$ cat src/rtl/mc_err_cnt_pkg.sv
// mc_err_cnt_pkg: shared channel state type and default geometry for mc_err_cnt
package mc_err_cnt_pkg;
  typedef enum logic [1:0] {ARM = 2'd0, WREF = 2'd1, RUN = 2'd2} chan_state_e;
  localparam int NCH_DEF   = 4;
  localparam int CNT_W_DEF = 12;
  localparam int DLY_DEF   = 1;
endpackage

$ cat src/rtl/err_chan.sv
// err_chan: one compare channel (sampling, reference delay, lock FSM, error counter, overflow)
// MC_ERR_CNT_SAT_EN selects a saturating counter; otherwise the counter wraps.
module err_chan
  import mc_err_cnt_pkg::*;
#(
  parameter int CNT_W = CNT_W_DEF,
  parameter int DLY   = DLY_DEF
) (
  input  logic             clk_i,
  input  logic             rst_ni,
  input  logic             en_i,
  input  logic             clr_i,
  input  logic             crest_i,
  input  logic             rpg_i,
  output logic             cmp_o,
  output logic             locked_o,
  output logic             ovf_o,
  output logic [CNT_W-1:0] cnt_o
);
  logic s1_q, s2_q, cmp_q, cmp_d, ovf_q, ovf_d, rd, inc, full;
  logic [DLY-1:0] rd_q;
  logic [CNT_W-1:0] cnt_q, cnt_d;
  chan_state_e state_q;
  assign rd   = rd_q[DLY-1];
  assign inc  = en_i & cmp_q;
  assign full = &cnt_q;
  always_comb begin
    cmp_d = ~clr_i & en_i & (state_q == RUN) & (s1_q ^ rd);
    ovf_d = ~clr_i & (ovf_q | (inc & full));
`ifdef MC_ERR_CNT_SAT_EN
    cnt_d = clr_i ? '0 : (inc & ~full) ? cnt_q + CNT_W'(1) : cnt_q;
`else
    cnt_d = clr_i ? '0 : inc ? cnt_q + CNT_W'(1) : cnt_q;
`endif
  end
  // Sampling and the reference delay line keep running while EN is low so no resync is needed.
  always_ff @(posedge clk_i or negedge rst_ni)
    if (!rst_ni) begin
      s1_q    <= 1'b0;
      s2_q    <= 1'b0;
      rd_q    <= '0;
      cmp_q   <= 1'b0;
      cnt_q   <= '0;
      ovf_q   <= 1'b0;
      state_q <= ARM;
    end else begin
      s1_q  <= crest_i;
      s2_q  <= s1_q;
      rd_q  <= DLY'({rd_q, rpg_i});
      cmp_q <= cmp_d;
      cnt_q <= cnt_d;
      ovf_q <= ovf_d;
      if (clr_i) state_q <= ARM;
      else if (en_i)
        case (state_q)
          ARM:     if (s1_q && !s2_q) state_q <= WREF;
          WREF:    if (rd) state_q <= RUN;
          default: ;
        endcase
    end
  assign cmp_o    = cmp_q;
  assign locked_o = state_q == RUN;
  assign ovf_o    = ovf_q;
  assign cnt_o    = cnt_q;
endmodule

$ cat src/rtl/mc_err_cnt.sv
// mc_err_cnt: NCH independent bit-compare channels with lock FSM and error counters
// MC_ERR_CNT_SAT_EN (in err_chan) makes the counters saturate instead of wrap.
module mc_err_cnt
  import mc_err_cnt_pkg::*;
#(
  parameter int NCH   = NCH_DEF,
  parameter int CNT_W = CNT_W_DEF,
  parameter int DLY   = DLY_DEF
) (
  input  logic                 CLK,
  input  logic                 RST_N,
  input  logic                 EN,
  input  logic                 CLR,
  input  logic [NCH-1:0]       CREST_IN,
  input  logic [NCH-1:0]       RPG_IN,
  output logic [NCH-1:0]       CMP_OUT,
  output logic [NCH-1:0]       LOCKED,
  output logic [NCH*CNT_W-1:0] ERR_CNT,
  output logic [NCH-1:0]       OVF,
  output logic                 ERR_ANY
);
  logic err_any_q;
  for (genvar i = 0; i < NCH; i++) begin : g_ch
    err_chan #(.CNT_W(CNT_W), .DLY(DLY)) u_chan (
      .clk_i   (CLK),
      .rst_ni  (RST_N),
      .en_i    (EN),
      .clr_i   (CLR),
      .crest_i (CREST_IN[i]),
      .rpg_i   (RPG_IN[i]),
      .cmp_o   (CMP_OUT[i]),
      .locked_o(LOCKED[i]),
      .ovf_o   (OVF[i]),
      .cnt_o   (ERR_CNT[i*CNT_W +: CNT_W])
    );
  end
  always_ff @(posedge CLK or negedge RST_N)
    if (!RST_N) err_any_q <= 1'b0;
    else err_any_q <= |CMP_OUT;
  assign ERR_ANY = err_any_q;
endmodule
$ cat config.mk
export PLATFORM = sky130hd
export DESIGN_NAME = mc_err_cnt
export DESIGN_NICKNAME = d
export VERILOG_FILES = /design/src/rtl/mc_err_cnt_pkg.sv /design/src/rtl/err_chan.sv /design/src/rtl/mc_err_cnt.sv
export SDC_FILE = /design/constraint.sdc
export NUM_CORES = 1
export LEC_CHECK = 0
export BUFFER_PORTS_ARGS = -buffer_cell sky130_fd_sc_hd__clkbuf_2
export CORE_MARGIN = 8
export CORE_UTILIZATION = 55
export CTS_CLUSTER_SIZE = 28
export DETAILED_ROUTE_END_ITERATION = 8
export GPL_TIMING_DRIVEN = 0
export PLACE_DENSITY = 0.89
export SYNTH_ARGS = -nofsm -noshare
export SYNTH_HDL_FRONTEND = slang
export SYNTH_HIERARCHICAL = 1
export SYNTH_SLANG_ARGS = --single-unit
$ cat constraint.sdc
create_clock -name CLK -period 1.8 [get_ports CLK]
set_input_delay 0.09 -clock CLK [delete_from_list [all_inputs] [get_ports CLK]]
set_output_delay 0.09 -clock CLK [all_outputs]
set_load 0.005 [all_outputs]
==> run_results.csv, run 1 <==
group,metric,value,unit
run_status,status,"finished clean",
yosys,syn_avg_cell_area,10.5,µm²
power,leakage,0.00202,µW
clock_network,cts.htree.levels,3,
yosys,syn_area,3610,µm²
power,seq_power_share,0.504,
clock_network,path_clk_slew,0.08,ns
yosys,yosysUniqueCellTypes,29,
worst_setup_path,endpoint_kind,"flip-flop",
yosys,synth_common_cells,"dfrtp_1, a21oi_1, nor2_1",
worst_setup_path,critPathKind,"reg -> reg",
cells_and_area,design_area,4430,µm²
drt,vias,2974,
worst_setup_path,startpoint_type,"flip-flop",
worst_setup_path,worstPathMaxFanout,8,
cells_and_area,syn_to_final_growth,22.8,%
yosys,synth_top_area_frac,0.534,
power,p_comb_frac,0.042,
cells_and_area,fin_util,0.697,
worst_setup_path,cpPeakStageDelay,0.53,ns
worst_setup_path,path_delay_family,"simple AND/OR/NAND/NOR gates",
power,clock_power_share,0.454,
power,p_sw,747,µW
global_route,first_global_vias,2916,
clock_network,cts_tree,"done",
timing,min_period_over_period,0.938,
placement,dp_hpwl,5870,µm
global_route,grt_pass1_wl,14200,µm
timing,finalHoldViolations,0,
yosys,synth_top_flop_cell,"dfrtp_1",
clock_network,cts_setup_buffers,0,
floorplan,core,6350,µm²
floorplan,die_y,97.0,µm
placement,gp_congestion,0.821,
drt,routed_wl,8550,µm
power,switching_share,0.213,
clock_network,cts-root-buf,"clkbuf_8",
power,peakVddDrop,0.000657,V
timing,tightest_slew,0.478,ns
timing,max_freq,0.592,GHz
cells_and_area,fillers,475,
global_route,grt_usage,0.180,
clock_network,cts_buffer_depth,2,
yosys,postSynthRegisterBits,77,
placement,port-buffer-count,71,
global_route,grt_max_degree,45,
yosys,ys_seq_area_frac,0.534,
timing,period_needed,1.69,ns
clock_network,clock_latency,0.35,ns
timing,setup_violations,0,
floorplan,die_w,97.0,µm
yosys,synthArstFlopShare,1.00,
yosys,synth_most_common_cell,"dfrtp_1",
floorplan,start_util,0.568,
timing,max_slew_margin,0.681,
worst_setup_path,worstPathRequired,2.02,ns
floorplan,dieArea,9410,µm²
worst_setup_path,path_cells,"nand4_2 > nor4_1 > mux2_2",
timing,report.final.slew_viol_count,0,
power,powerDensity,792,nW/µm²
drt,ant_nets,0,
yosys,syn_inst,345,
cells_and_area,drive_gt1_frac,0.262,
global_route,overflow,0,
worst_setup_path,cp_slowest_cell,"dfrtp_1",
drt,drc_errors,0,
yosys,syn-num-nets,361,
power,p_int,2760,µW
min_path,hp-class,"in -> reg",
worst_setup_path,cp.arrival,1.91,ns
placement,dpl_cell_area,4080,µm²
timing,skew,0.0144,ns
drt,route.detailed.vias_per_inst,5.72,
drt,first_iter_violations,119,
worst_setup_path,path_buf_inv,0,
yosys,yosys_warnings,6,
floorplan,rows,29,
clock_network,cts_made_buffers,9,
clock_network,clkSinkCount,77,
floorplan,io_pins,73,
yosys,synth.area.top_cells,"dfrtp_1, a21oi_1, or4_1, o31ai_1, nor2_1",
drt,detail_route.wl_per_cell,16.4,µm
timing,rsz0062_at_grt,"false",
global_route,antenna_found_initial,1,
yosys,synth_top_area_cell,"dfrtp_1",
yosys,synth-edff-count,0,
cells_and_area,nets,453,
flow_run,cap_violations,0,
drt,first_pass_iters,5,
-- layout by cell type (no fill, tap or decap), drive strengths merged, types with 2 or more instances in the layout --
| cell type | count |
|---|---|
| nor4 | 12 |
| dfrtp | 77 |
| mux2 | 12 |
| inv | 17 |
| a31oi | 3 |
| a21oi | 33 |
| nand2 | 20 |
| bufinv | 3 |
| nand3 | 17 |
| xnor2 | 4 |
| nand4 | 12 |
| or4 | 21 |
| clkbuf | 92 |
| xor2 | 8 |
| nor3 | 3 |
| nor2b | 15 |
| dlygate4sd3 | 9 |
| or3 | 8 |
| o31ai | 16 |
| clkinvlp | 2 |
| o21ai | 8 |
| nor2 | 28 |
| and4b | 7 |
| buf | 5 |
| ha | 4 |
| nor4bb | 4 |
-- flip-flops by register name, summed over array words and instances (netlist names) --
signal	flops
g_ch.u_chan/rd	4
g_ch.u_chan/s1_q	4
g_ch.u_chan/s2_q	4
g_ch.u_chan/cnt_o	48
g_ch.u_chan/state_q	8
g_ch.u_chan/cmp_o	4
g_ch.u_chan/ovf_o	4
ERR_ANY	1
-- repair_timing --
| action | in CTS | in global routing |
|---|---|---|
| gates resized for setup | 0 | 1 |
| hold endpoints to repair | 41 | 0 |
| hold buffers | 9 | 0 |
| endpoints found under the setup margin | 0 | 1 |
-- layout make-up --
type	count	area (µm²)	area share
tap	77	96.3	0.0218
sequential	77	1930	0.435
clock buffer	10	138	0.0311
antenna	1	2.50	0.000565
clock inverter	6	110	0.0249
inverter	17	63.8	0.0144
multi-input combinational	236	1560	0.353
timing repair buffer	81	468	0.106
buffer	15	60.1	0.0136
-- power by group through the flow --
stage	clock network (µW)	logic (µW)	registers, µW
6_report	1590	146	1770
5_1_grt	1700	163	1770
4_1_cts	1630	149	1770
3_5_place_dp	0	133	1800
3_3_place_gp	0	122	1800
2_1_floorplan	0	58.1	1800
-- through the flow --
stage	hold slack [ns]	setup TNS [ns]	power, µW	setup WS, ns	cells
finish	0.148	0	3510	0.111	520
floorplan	-0.206	0	1850	0.350	345
detailed placement	0.109	0	1930	0.170	494
global placement	0.198	-4.99	1920	-0.0685	493
global route	0.144	0	3630	0.0784	520
CTS	0.129	0	3550	0.158	519
-- layer usage --
layer  vias up  global-route usage  wire length [µm]
met5         -                   0                 0
met4         0              0.0911               102
met3         8              0.0413               375
met2        77               0.288              4290
met1      1444               0.222              3780
li1       1445                   -                 -
-- cells by family after synthesis --
family,share of synthesized area
adders and majority gates,0.0139
muxes,0.0375
DFF,0.534
buffers and inverters,0.0343
AOI/OAI and AO/OA,0.0971
xor gates and xnor gates,0.0291
and+or+nand+nor,0.254
-- worst paths after layout --
path	slack (ns)	end	cells past startpoint	from
worst max register to register	0.11	g_ch[2].u_chan/cnt_o[11]	3	g_ch[2].u_chan/cmp_o
worst min register to register	0.42	g_ch[0].u_chan/s2_q	0	g_ch[0].u_chan/s1_q
worst min-delay path	0.15	g_ch[3].u_chan/cnt_o[6]	2	CLR
min in group asynchronous	0.27	g_ch[2].u_chan/ovf_o	2	RST_N
worst max-delay path	0.11	g_ch[2].u_chan/cnt_o[11]	3	g_ch[2].u_chan/cmp_o
max in group asynchronous	0.94	g_ch[3].u_chan/state_q[1]	3	RST_N
No activity file was read; power rests on OpenSTA's default activity.
==> run 2: changes to the inputs <==
Settings changed: CORE_UTILIZATION 55 to 57, CTS_BUF_LIST set to sky130_fd_sc_hd__clkbuf_8, PLACE_DENSITY 0.89 to 0.91.
==> run_results.csv, run 2 (synthesized netlist as in run 1, its figures left out) <==
group,metric,value,unit
power,p_sw,740,µW
timing,report.final.slew_viol_count,0,
global_route,grt_max_degree,49,
timing,finalHoldViolations,0,
global_route,grt_pass1_wl,14000,µm
placement,place_ws,0.162,ns
floorplan,dieArea,9130,µm²
drt,first_iter_violations,108,
power,p_comb_frac,0.042,
timing,fin_ws,0.148,ns
clock_network,cts_made_buffers,9,
worst_setup_path,reg2reg_to,"g_ch[2].u_chan/cnt_o[10]",
floorplan,die_w,95.6,µm
cells_and_area,largest_register_ffs,48,
worst_setup_path,worstPathMaxFanout,8,
clock_network,clkSinkCount,77,
drt,routed_wl,8280,µm
placement,gp_congestion,0.840,
timing,max_slew_margin,0.682,
cells_and_area,drive_gt1_frac,0.260,
worst_setup_path,cpPeakStageDelay,0.42,ns
floorplan,io_pins,73,
worst_setup_path,cp_num_cells,4,
worst_setup_path,crit_path_end,"g_ch[2].u_chan/cnt_o[10]",
worst_setup_path,cp_slowest_cell,"dfrtp_1",
power,leakage,0.00202,µW
worst_setup_path,critPathKind,"reg -> reg",
worst_setup_path,path_delay_family,"simple AND/OR/NAND/NOR gates",
worst_setup_path,path_buf_inv,0,
power,powerDensity,791,nW/µm²
clock_network,cts_tree,"done",
run_status,status,"finished clean",
cells_and_area,nets,453,
timing,fin_setup_tns,0,ns
placement,dp_hpwl,5850,µm
floorplan,rows,29,
timing,rsz0062_at_grt,"false",
drt,drc_errors,0,
drt,detail_route.wl_per_cell,15.9,µm
power,peakVddDrop,0.000529,V
worst_setup_path,r2r_setup_slack,0.15,ns
power,p_int,2760,µW
floorplan,core,6240,µm²
cells_and_area,fin_util,0.709,
clock_network,cts.htree.levels,3,
clock_network,path_clk_slew,0.08,ns
clock_network,cts_buffer_depth,2,
worst_setup_path,r2r_cells,4,
timing,tightest_slew,0.477,ns
worst_setup_path,path_cells,"ha_1 > nand3_2 > nor4_1 > mux2_2",
floorplan,die_y,95.6,µm
timing,setup_violations,0,
clock_network,post_cts_resized,0,
worst_setup_path,rr_startpoint,"g_ch[2].u_chan/cnt_o[0]",
worst_setup_path,worstPathRequired,2.03,ns
cells_and_area,syn_to_final_growth,22.7,%
drt,route.detailed.vias_per_inst,5.85,
cells_and_area,final_cell_mix,"dfrtp_1, clkbuf_2, a21oi_1, nor2_1, or4_1",
clock_network,clock_latency,0.34,ns
timing,skew,0.0111,ns
timing,holdWs,0.147,ns
placement,port-buffer-count,71,
drt,ant_nets,0,
drt,first_pass_iters,5,
clock_network,cts-root-buf,"clkbuf_8",
drt,vias,3036,
worst_setup_path,cp.arrival,1.88,ns
global_route,first_global_vias,3024,
cells_and_area,final_common_cell,"dfrtp_1",
worst_setup_path,startpoint,"g_ch[2].u_chan/cnt_o[0]",
floorplan,start_util,0.578,
cells_and_area,antenna_cells,0,
global_route,grt_usage,0.192,
power,clock_power_share,0.453,
worst_setup_path,endpoint_kind,"flip-flop",
worst_setup_path,startpoint_type,"flip-flop",
timing,min_period_over_period,0.918,
timing,period_needed,1.65,ns
global_route,overflow,0,
min_path,hp-class,"in -> reg",
global_route,antenna_found_initial,0,
power,switching_share,0.211,
flow_run,cap_violations,0,
power,seq_power_share,0.505,
timing,max_freq,0.605,GHz
[run 2: cell types whose count changed in the layout (fill, tap and decap cells not counted)]
| cell | previous run | this run |
|---|---|---|
| buf_12 | 1 | 0 |
| buf_16 | 0 | 1 |
| diode_2 | 1 | 0 |
| nor4_1 | 11 | 12 |
| nor4_2 | 1 | 0 |
[run 2: how the worst min path moves through the flow]
stage / slack [ns] / start / cells after the start / endpoint
final: 0.15 / CLR / 2 / g_ch[1].u_chan/cnt_o[6]
after global routing: 0.17 / EN / 3 / g_ch[0].u_chan/cnt_o[1]
after CTS: 0.13 / CLR / 2 / g_ch[1].u_chan/cnt_o[6]
after detailed placement: 0.09 / RST_N / 1 / g_ch[2].u_chan/cnt_o[3]
after global placement: 0.20 / CREST_IN[2] / 1 / g_ch[2].u_chan/s1_q
after floorplan: -0.21 / RST_N / 0 / ERR_ANY
[run 2: worst reg2reg max path, delay by kind of cell, from the launching register on]
kind,cells,cell delay [ns]
adders and majority gates,1,0.20
DFF,1,0.42
muxes,1,0.38
and+or+nand+nor,2,0.54
[run 2: power groups by stage]
stage	Combinational (µW)	Clock (µW)	Sequential (µW)
2_1_floorplan	58.1	0	1800
3_3_place_gp	122	0	1800
3_5_place_dp	134	0	1800
4_1_cts	150	1610	1770
5_1_grt	167	1680	1770
6_report	148	1590	1770
[run 2: what timing repair did]
item / in CTS / in global routing
hold endpoints to repair: 37 / 0
setup buffers: 0 / 0
hold buffers: 9 / 0
[run 2: metal layers]
metal / wire [µm] / global-route usage / vias up
li1: - / - / 1447
met1: 3510 / 0.237 / 1492
met2: 4190 / 0.317 / 86
met3: 452 / 0.0394 / 11
met4: 116 / 0.0832 / 0
met5: 0 / 0 / -
[run 2: through the flow]
| step | std cells | instance area [µm²] | total power (µW) |
|---|---|---|---|
| after floorplan | 345 | 3610 | 1850 |
| after global placement | 493 | 4060 | 1920 |
| after detailed placement | 494 | 4090 | 1930 |
| after CTS | 519 | 4430 | 3530 |
| after global routing | 519 | 4430 | 3610 |
| final | 519 | 4430 | 3500 |
[run 2: layout make-up]
type | count | area (µm²)
plain buffers | 15 | 60.1
well taps | 77 | 96.3
inverters | 17 | 63.8
clock inverters | 6 | 110
flip-flops and latches | 77 | 1930
fillers | 482 | 1810
clock buffers | 10 | 138
repair buffers | 81 | 475
multi-input cells | 236 | 1560
